`src/rtl/leaf_arb_pkg.sv`:
```
// Shared constants and FSM state type for the BFT leaf arbiter.
package leaf_arb_pkg;
  localparam int LEAF_NUM_REQ = 6;
  localparam int LEAF_PKT_W   = 49;
  localparam int ID_W         = 3;

  typedef enum logic [1:0] {
    ST_IDLE  = 2'd0,
    ST_RUN   = 2'd1,
    ST_RETRY = 2'd2
  } arb_state_e;
endpackage

```
`src/rtl/page_leaf_arbiter_rr_picker.sv`:
```
// Combinational round-robin search: first valid requester above last_i, wrapping.
module rr_picker
  import leaf_arb_pkg::*;
#(
  parameter int NUM_REQ = LEAF_NUM_REQ,
  parameter int IW      = ID_W
) (
  input  logic [NUM_REQ-1:0] valid_i,
  input  logic [IW-1:0]      last_i,
  output logic [NUM_REQ-1:0] onehot_o,
  output logic [IW-1:0]      idx_o,
  output logic               found_o
);
  logic [IW-1:0] cand;

  // Scan last_i+1 .. last_i+NUM_REQ (mod NUM_REQ); the first hit wins.
  always_comb begin
    found_o = 1'b0;
    idx_o   = '0;
    cand    = '0;
    for (int k = 1; k <= NUM_REQ; k++) begin
      cand = IW'((int'(last_i) + k) % NUM_REQ);
      if (!found_o && valid_i[cand]) begin
        found_o = 1'b1;
        idx_o   = cand;
      end
    end
    onehot_o = found_o ? (NUM_REQ'(1) << idx_o) : '0;
  end
endmodule

```
`src/rtl/page_leaf_arbiter.sv`:
```
// Round-robin arbiter feeding one BFT leaf port, with resend hold and drop after
// MAX_RETRY held cycles. Define LEAF_ARB_BURST_EN to let a winner keep the port
// for up to BURST_LEN back-to-back packets.
module page_leaf_arbiter
  import leaf_arb_pkg::*;
#(
  parameter int NUM_REQ   = LEAF_NUM_REQ,
  parameter int PKT_W     = LEAF_PKT_W,
  parameter int MAX_RETRY = 15,
  parameter int BURST_LEN = 4
) (
  input  logic                     clk,
  input  logic                     reset,
  input  logic                     ap_start,
  input  logic                     resend,
  input  logic [NUM_REQ*PKT_W-1:0] req_din_i,
  input  logic [NUM_REQ-1:0]       req_valid_i,
  output logic [NUM_REQ-1:0]       req_ready_o,
  output logic [PKT_W-1:0]         dout_leaf_interface2bft,
  output logic [ID_W-1:0]          grant_id_o,
  output logic                     drop_o
);
  localparam int RC_W = $clog2(MAX_RETRY + 1);

  arb_state_e       state_q, state_d;
  logic [PKT_W-1:0] dout_q, dout_d;
  logic [ID_W-1:0]  grant_q, grant_d, last_q, last_d;
  logic             drop_q, drop_d;
  logic [RC_W-1:0]  retry_q, retry_d;

  logic [NUM_REQ-1:0] rr_onehot, pick_onehot;
  logic [ID_W-1:0]    rr_idx, win;
  logic               rr_found, found, active, hold, accept;
  logic [PKT_W-1:0]   pkt [NUM_REQ];
  logic [PKT_W-1:0]   sel_pkt;

  for (genvar g = 0; g < NUM_REQ; g++) begin : g_pkt
    assign pkt[g] = req_din_i[g*PKT_W +: PKT_W];
  end

  rr_picker #(.NUM_REQ(NUM_REQ), .IW(ID_W)) u_rr (
    .valid_i  (req_valid_i),
    .last_i   (last_q),
    .onehot_o (rr_onehot),
    .idx_o    (rr_idx),
    .found_o  (rr_found)
  );

`ifdef LEAF_ARB_BURST_EN
  localparam int BC_W = $clog2(BURST_LEN + 1);
  logic [BC_W-1:0] burst_q, burst_d;
  logic            sticky;

  // Current burst owner keeps the port while it stays valid and has budget left.
  assign sticky      = (burst_q != '0) && (burst_q < BC_W'(BURST_LEN)) && req_valid_i[last_q];
  assign win         = sticky ? last_q : rr_idx;
  assign found       = sticky | rr_found;
  assign pick_onehot = sticky ? (NUM_REQ'(1) << last_q) : rr_onehot;

  // Burst length tracks consecutive accepts of the same requester.
  always_comb begin
    burst_d = burst_q;
    if (accept)
      burst_d = (win == last_q && burst_q < BC_W'(BURST_LEN)) ? burst_q + 1'b1 : BC_W'(1);
    else if (!hold)
      burst_d = '0;
  end

  // Burst counter register.
  always_ff @(posedge clk) begin
    if (reset) burst_q <= '0;
    else       burst_q <= burst_d;
  end
`else
  logic unused_burst_len;
  assign unused_burst_len = ^BURST_LEN;
  assign win              = rr_idx;
  assign found            = rr_found;
  assign pick_onehot      = rr_onehot;
`endif

  // A valid packet on dout with resend high freezes everything; reset blocks accepts.
  assign active      = (state_q != ST_IDLE);
  assign hold        = active && dout_q[PKT_W-1] && resend;
  assign accept      = active && !hold && ap_start && found && !reset;
  assign req_ready_o = accept ? pick_onehot : '0;
  assign sel_pkt     = pkt[win];

  // Next-state, output and retry bookkeeping.
  always_comb begin
    state_d = state_q;
    dout_d  = dout_q;
    grant_d = grant_q;
    last_d  = last_q;
    drop_d  = 1'b0;
    retry_d = retry_q;
    case (state_q)
      ST_IDLE: begin
        dout_d  = '0;
        grant_d = '0;
        retry_d = '0;
        if (ap_start) state_d = ST_RUN;
      end
      default: begin
        if (hold) begin
          if (retry_q == RC_W'(MAX_RETRY)) begin
            dout_d  = '0;
            drop_d  = 1'b1;
            retry_d = '0;
            state_d = ST_RUN;
          end else begin
            retry_d = retry_q + 1'b1;
            state_d = ST_RETRY;
          end
        end else begin
          retry_d = '0;
          if (!ap_start) begin
            state_d = ST_IDLE;
            dout_d  = '0;
            grant_d = '0;
          end else begin
            state_d = ST_RUN;
            if (found) begin
              dout_d  = sel_pkt | (PKT_W'(1) << (PKT_W - 1));
              grant_d = win;
              last_d  = win;
            end else begin
              dout_d  = '0;
            end
          end
        end
      end
    endcase
  end

  // State and output registers; last_grant resets so requester 0 wins first.
  always_ff @(posedge clk) begin
    if (reset) begin
      state_q <= ST_IDLE;
      dout_q  <= '0;
      grant_q <= '0;
      last_q  <= ID_W'(NUM_REQ - 1);
      drop_q  <= 1'b0;
      retry_q <= '0;
    end else begin
      state_q <= state_d;
      dout_q  <= dout_d;
      grant_q <= grant_d;
      last_q  <= last_d;
      drop_q  <= drop_d;
      retry_q <= retry_d;
    end
  end

  assign dout_leaf_interface2bft = dout_q;
  assign grant_id_o              = grant_q;
  assign drop_o                  = drop_q;
endmodule

```
`config.mk`:
```
export PLATFORM = sky130hd
export DESIGN_NAME = page_leaf_arbiter
export DESIGN_NICKNAME = d
export VERILOG_FILES = /design/src/rtl/leaf_arb_pkg.sv /design/src/rtl/page_leaf_arbiter_rr_picker.sv /design/src/rtl/page_leaf_arbiter.sv
export SDC_FILE = /design/constraint.sdc
export NUM_CORES = 1
export LEC_CHECK = 0
export ABC_AREA = 1
export ABC_CLOCK_PERIOD_IN_PS = 4100
export CORE_AREA = 4 4 140 142
export DETAILED_ROUTE_END_ITERATION = 6
export DIE_AREA = 0 0 144 146
export PLACE_DENSITY = 0.77
export SLEW_MARGIN = 20
export SYNTH_ARGS = -nofsm -noshare
export SYNTH_HDL_FRONTEND = slang
export SYNTH_SLANG_ARGS = --single-unit
```
`constraint.sdc`:
```
create_clock -name clk -period 4.1 [get_ports clk]
set_clock_uncertainty 0.1 [all_clocks]
set_input_delay 0.41 -clock clk [delete_from_list [all_inputs] [get_ports clk]]
set_output_delay 0.41 -clock clk [all_outputs]
set_load 0.1 [all_outputs]
```
---- Word level (Yosys, flattened, before mapping) ----
Index checks and enable logic that the tools add are counted.
storage, ports and cells
  register bits ........................... 62
  bits in latches ......................... 0
  memory bits (writable) .................. 0
  memory bits (read-only) ................. 0
  input port bits ......................... 304
  output and inout port bits .............. 59
  logic and storage cells ................. 100
  memories ................................ 0
operators by class
  add/subtract/negate cells ............... 7
  multipliers ............................. 0
  div/mod/pow operators ................... 6
  order comparisons ....................... 7
  equal/unequal tests ..................... 4
  shift operators ......................... 1
  multiplexer cells ....................... 41
  bitwise operators ....................... 3
  reductions and logical operators ........ 25
operator list
  operator               count
  $mux 49                4
  $mod 32x4->32 const B  6
  $bmux 49 s3            1
  $mux 48                2
  $lt 3x4->1 const B     6
  $mux 3                 8
  $bmux 1 s3             6
  $mux 1                 14
  $add 3x3->4 const B    3
  $mux 6                 2
  $logic_and 1x1->1      11
  $add 3x2->4 const B    2
  $mux 2                 4
  $logic_not 1->1        7
  $shl 1x3->6 const A    1
  $add 3x1->4 const B    1
  $add 4x1->4 const B    1
  $eq 4x4->1 const B     1
  $ge 4x4->1 const B     1
  $ne 2x1->1 const B     2
  $not 3->4              1
  $reduce_and 4->1       1
  $reduce_or 4->1        1
  $reduce_or 3->1        1
  6 further kinds        7

---- Longest topological paths before layout ----
  depth after elaboration ................. 27
  gate-level depth with buffers ........... 33
  gate-level depth less buffers ........... 29

---- Cells and area by module ----
Synthesis repeated with hierarchy kept, for this count alone.
second synthesis, totals
  cell total of the unflattened synthesis .. 1243
  area, all modules ....................... 6645.1 µm²
modules (own cells, without submodules)
  module             instances  cells an instance  area an instance (µm²)  seq. area each (µm²)
  page_leaf_arbiter  1          1050               5576.6                  1241.2
  rr_picker          1          193                1068.5                  0.0

---- Least setup slack after synthesis ----
OpenSTA, ideal clock, no wires.
  kind .................................... reg2out
  from .................................... register last_q[0]
  to ...................................... output req_ready_o[3]
  arrival ................................. 4990 ps
  slack ................................... -1400 ps
  stages on the path, launching flop included .. 27
  buffers on the path ..................... 5
  path through ............................ dfxtp_1 > buf_4 > buf_4 > inv_1 > ha_1 > inv_1 > nand2_1 > nand2_2 > ha_1 > nor2_1 > nand3_1 > nand2_1 > nand3_1 > nand2_1 > nand2_1 > nand3_1 > nand2_2 > nor2_4 > nand2_2 > inv_2 > nand4_1 > buf_4 > nand2_4 > buf_8 > buf_6 > inv_1 > nor3_1
between the ends
  cells in the longest elaborated chain, start to end .. 23
  elaborated cells between the ends (all ways) .. 51
  classes of those cells .................. add/sub: 6; div: 6; shift: 1; mux: 26; reduce/logical: 12
RTL lines
  what                                                     RTL line                                                    text
  from (decl)                                              page_leaf_arbiter.sv:27                                     logic [ID_W-1:0] grant_q, grant_d, last_q, last_d;
  from (signal assigned)                                   page_leaf_arbiter.sv:142                                    last_q <= ID_W'(NUM_REQ - 1);
  from (signal assigned)                                   page_leaf_arbiter.sv:149                                    last_q <= last_d;
  $add 3x1->4                                              page_leaf_arbiter_rr_picker.sv:22                           cand = IW'((int'(last_i) + k) % NUM_REQ);
  $mod 32x4->32                                            page_leaf_arbiter_rr_picker.sv:22
  $bmux 1 s3                                               page_leaf_arbiter_rr_picker.sv:23                           if (!found_o && valid_i[cand]) begin
  $mux 1 (implied by the code)                             page_leaf_arbiter_rr_picker.sv:23
  $mux 1                                                   page_leaf_arbiter_rr_picker.sv:23
  $logic_not 1->1                                          page_leaf_arbiter_rr_picker.sv:23
  $logic_and 1x1->1                                        page_leaf_arbiter_rr_picker.sv:23
  $mux 1                                                   page_leaf_arbiter_rr_picker.sv:23
  [... 7 more ...]                                         -
  $logic_and 1x1->1                                        page_leaf_arbiter_rr_picker.sv:23
  $mux 1                                                   page_leaf_arbiter_rr_picker.sv:23
  $logic_not 1->1                                          page_leaf_arbiter_rr_picker.sv:23
  $logic_and 1x1->1                                        page_leaf_arbiter_rr_picker.sv:23
  $mux 3 / $mux 1 (equally long branches)                  page_leaf_arbiter_rr_picker.sv:23
  $shl 1x3->6 / $logic_and 1x1->1 (equally long branches)  page_leaf_arbiter_rr_picker.sv:28, page_leaf_arbiter.sv:85
  $mux 6 / $logic_and 1x1->1 (equally long branches)       page_leaf_arbiter_rr_picker.sv:28, page_leaf_arbiter.sv:85
  $mux 6 *                                                 page_leaf_arbiter.sv:86                                     assign req_ready_o = accept ? pick_onehot : '0;
  to (decl)                                                page_leaf_arbiter.sv:18                                     output logic [NUM_REQ-1:0] req_ready_o,
Mark *: on every way between the ends. The rest lies on a longest branch, timed or not. The select of a mux whose other input is x is not followed.

---- Final worst setup path ----
  from .................................... register last_q[1]
  to ...................................... output req_ready_o[3]
The elaborated chain is that of the path after synthesis.

==> impl.org <==
** Run status
- Run status :: finished, final reports clean

** STA
- Number of pins with negative max-slew slack in the final report :: 0
- Fmax :: 260 MHz
- Measured slew at the worst slew-check pin :: 1.12 ns
- The worst path uses 94.0% of the clock period.
- Setup Total Neg Slack :: 0 ns
- For the finished layout, the period the worst path requires is 3.85 ns.
- After layout, the worst setup slack is 0.247 ns.
- Hold Vio Cnt, Final :: 0
- Setup violations remaining at the end of the flow were counted as 0.
- The worst pin sits at a relative slew slack of 25.2%.

** Route
- Vias/cell :: a little under 5
- The detailed router put a total of between 10 and 15 mm of wire on met1.
- Drc violations :: 0
- Wirelength, routed :: 28.6 mm
- Detail Route met2 WL :: 14.2 mm
- After detailed routing, the average wire length per cell comes to between 15 and 20 um.
- Routed vias :: between 9000 and 10000
- The highest metal layer carrying signal wires in the routed design is met4.
- Remaining antenna violation count after routing :: 0
- The detailed router finished its first iteration with around 540 violations.
- Met3 Routed Length :: 2.31 mm
- DR pass1 iterations :: 5

** Final layout
- After routing the design area is 11200 um^2.
- After the last flow step, the layout net total stands at approximately 2000.
- Of the cells placed in the final design, the portion with a size suffix greater than 1 is 6.23%.
- Synth-to-layout area growth :: 60.7%

** Yosys
- The most common cell in the synthesized netlist is sky130_fd_sc_hd__nand2_1.
- Net count after synthesis :: 1650
- Sequential element share of the synthesized area :: 17.8%
- Of all flip-flops after synthesis, the portion carrying an async set or reset was 0%.
- In this run, distinct cell masters in the synthesized netlist total 35.
- Post-synthesis instance area :: 6960 um^2
- After synthesis, the most frequently instantiated cells are 746 x sky130_fd_sc_hd__nand2_1, 132 x sky130_fd_sc_hd__inv_1, 96 x sky130_fd_sc_hd__nand3b_1.
- Flops & latches, synth :: 62
- For this run, the leading register cell type out of synthesis is sky130_fd_sc_hd__dfxtp_1.
- For this run, the number of Yosys warnings is 0.
- The biggest area contributor in the post-synthesis netlist is sky130_fd_sc_hd__nand2_1.
- Cells taking the most area after synthesis :: sky130_fd_sc_hd__nand2_1 40%, sky130_fd_sc_hd__dfxtp_1 18%, sky130_fd_sc_hd__nand3b_1 10%
- Avg Inst Size Synth :: roughly 5.2 um^2
- Share of the synthesized area in the top cell type :: 40.2%
- Counting flops with a built-in enable in the synthesized netlist gives 0.
- Synthesis handed over a netlist of 1335 instances.

** Placement
- Placed Area :: 10700 um^2
- Summed over all nets, the half-perimeter wirelength after detailed placement is 21.3 mm.
- During placement, the flow inserted port buffers numbering 356.
- At the end of routability-driven placement, the weighted congestion stood at 0.929.
- Before CTS, the worst setup slack after placement is -0.0328 ns.

** Clock network
- The later pin in the worst-skew pair is clocked with a latency of 0.33 ns.
- Root buffer selected by CTS :: sky130_fd_sc_hd__clkbuf_16
- In this run the number of H-tree levels came out at 3.
- Clock-pin slew was measured on the worst setup and hold paths at 0.05 ns.
- TritonCTS built the clock tree.
- The clock passes through at most 2 buffers.
- For this design, the sink count on the clock tree is 62.
- Clock tree synthesis inserted a total of 9 buffers.

** Worst setup path
- Along the worst path, the maximum fanout reaches 7.
- STA classifies the critical path startpoint as a flop.
- STA classifies the critical path endpoint as an output port.
- At the worst endpoint, the arrival time is roughly 3.3 ns.
- STA puts the critical path data required time at 3.59 ns.
- The worst setup path is of the flop to output port kind.

** Global routing
- Maximum number of pins on one net before global-route repair :: 77
- Global route overflow :: 0
- The number of antenna violations at the first check in global routing was 1.
- Vias in the first global route :: 8097
- Global routing used 25.6% of the available tracks across all layers.
- The first global-routing pass estimated 43.3 mm of wire.

** Floorplanning
- The die covers 21000 um^2.
- Starting density of the core :: 37.7%
- Measured along the y axis, the die boundary spans 146 um.
- The core region is 18500 um^2.
- For this design the top-level I/O count stands at 363.
- Site Rows :: 50
- Overall die width :: 144 um

** Flow run
- Number of maximum-capacitance constraint violations :: 0

** Min path
- Tightest Hold Check Type :: flop to flop
## cell families (layout without fill, tap and decap cells)
group | count (synthesis) | count (layout) | synth area share (%)
xor gates and xnor gates | 3 | 3 | 0.378
AOI/OAI and AO/OA | 73 | 73 | 5.77
and+or+nand+nor | 961 | 961 | 59.5
other | 0 | 2 | 0
DFF | 62 | 62 | 17.8
adders and majority gates | 11 | 11 | 1.98
buffers and inverters | 225 | 542 | 14.6
## through the flow
step | cells | utilization [%] | hold slack [ns]
6_report | 1888 | 60.6 | 0.349
3_3_place_gp | 1860 | 58.1 | 0.332
3_5_place_dp | 1860 | 58.1 | 0.338
4_1_cts | 1876 | 59.7 | 0.351
2_1_floorplan | 1335 | - | 0.318
5_1_grt | 1887 | 60.6 | 0.369
## critical path, stage by stage (launching register included)
cell                      delay, ns
sky130_fd_sc_hd__dfxtp_4       0.39
sky130_fd_sc_hd__inv_2         0.07
sky130_fd_sc_hd__ha_4          0.19
sky130_fd_sc_hd__a21oi_4       0.14
sky130_fd_sc_hd__inv_2         0.06
sky130_fd_sc_hd__ha_1          0.28
sky130_fd_sc_hd__nor2_1        0.10
sky130_fd_sc_hd__nand3_1       0.08
sky130_fd_sc_hd__nand2_2       0.09
sky130_fd_sc_hd__nand3_1       0.11
sky130_fd_sc_hd__nand2_2       0.11
sky130_fd_sc_hd__nand2_1       0.05
sky130_fd_sc_hd__nand3_1       0.11
sky130_fd_sc_hd__nand2_4       0.09
sky130_fd_sc_hd__nor2_4        0.12
sky130_fd_sc_hd__nand2_2       0.09
sky130_fd_sc_hd__inv_2         0.09
sky130_fd_sc_hd__nand4_1       0.19
sky130_fd_sc_hd__nand2_4       0.19
sky130_fd_sc_hd__inv_2         0.08
sky130_fd_sc_hd__nor3_4        0.16
sky130_fd_sc_hd__buf_12        0.20
## path summary, 6_finish.rpt
check | from | to | slack [ns] | depth (start not counted)
max | last_q[1] | req_ready_o[3] | 0.25 | 21
min | dout_leaf_interface2bft[31] | dout_leaf_interface2bft[31] | 0.35 | 2
max reg2reg | last_q[1] | dout_leaf_interface2bft[24] | 0.39 | 28
min reg2reg | dout_leaf_interface2bft[31] | dout_leaf_interface2bft[31] | 0.35 | 2
## layer usage
layer	track usage, %	up-vias
li1	-	4705
met4	7.25	0
met5	0	-
met2	43.8	315
met3	5.75	38
met1	32.0	4026
## registers in the layout (all words and copies together), names as in the netlist
register and count:
dout_leaf_interface2bft 49, drop_o 1, grant_id_o 3, last_q 3, retry_q 4, state_q 2
## layout make-up
type	instances	area [um^2]
multi-input cells	1048	4860
flip-flops and latches	62	1250
clock buffers	12	246
well taps	234	293
clock inverters	2	10.0
diodes	2	5.00
fillers	1776	7270
repair buffers	389	3990
inverters	139	527
## repair_timing
action,4_1_cts,5_1_grt
setup endpoints to repair,14,6
hold buffers,0,0
gates cloned,0,1
hold endpoints to repair,0,0
setup buffers,2,9
pin swaps,1,8
resized for setup,7,23
## placed cells by master, fill, tap and decap left out, drive strengths merged, types with 2 or more instances in the layout
cell type / n
nor3: 4
o21ai: 12
clkbuf: 13
ha: 11
a32oi: 2
nand3: 84
a31oi: 2
nand3b: 96
clkdlybuf4s50: 350
inv: 138
diode: 2
a21oi: 53
clkinv: 3
dfxtp: 62
nand4: 4
nand2: 753
nor2: 20
buf: 38
xor2: 2
Power is left out: the tool's default activity adds up to more than one toggle a clock period on the data nets, which glitch-free logic cannot reach.
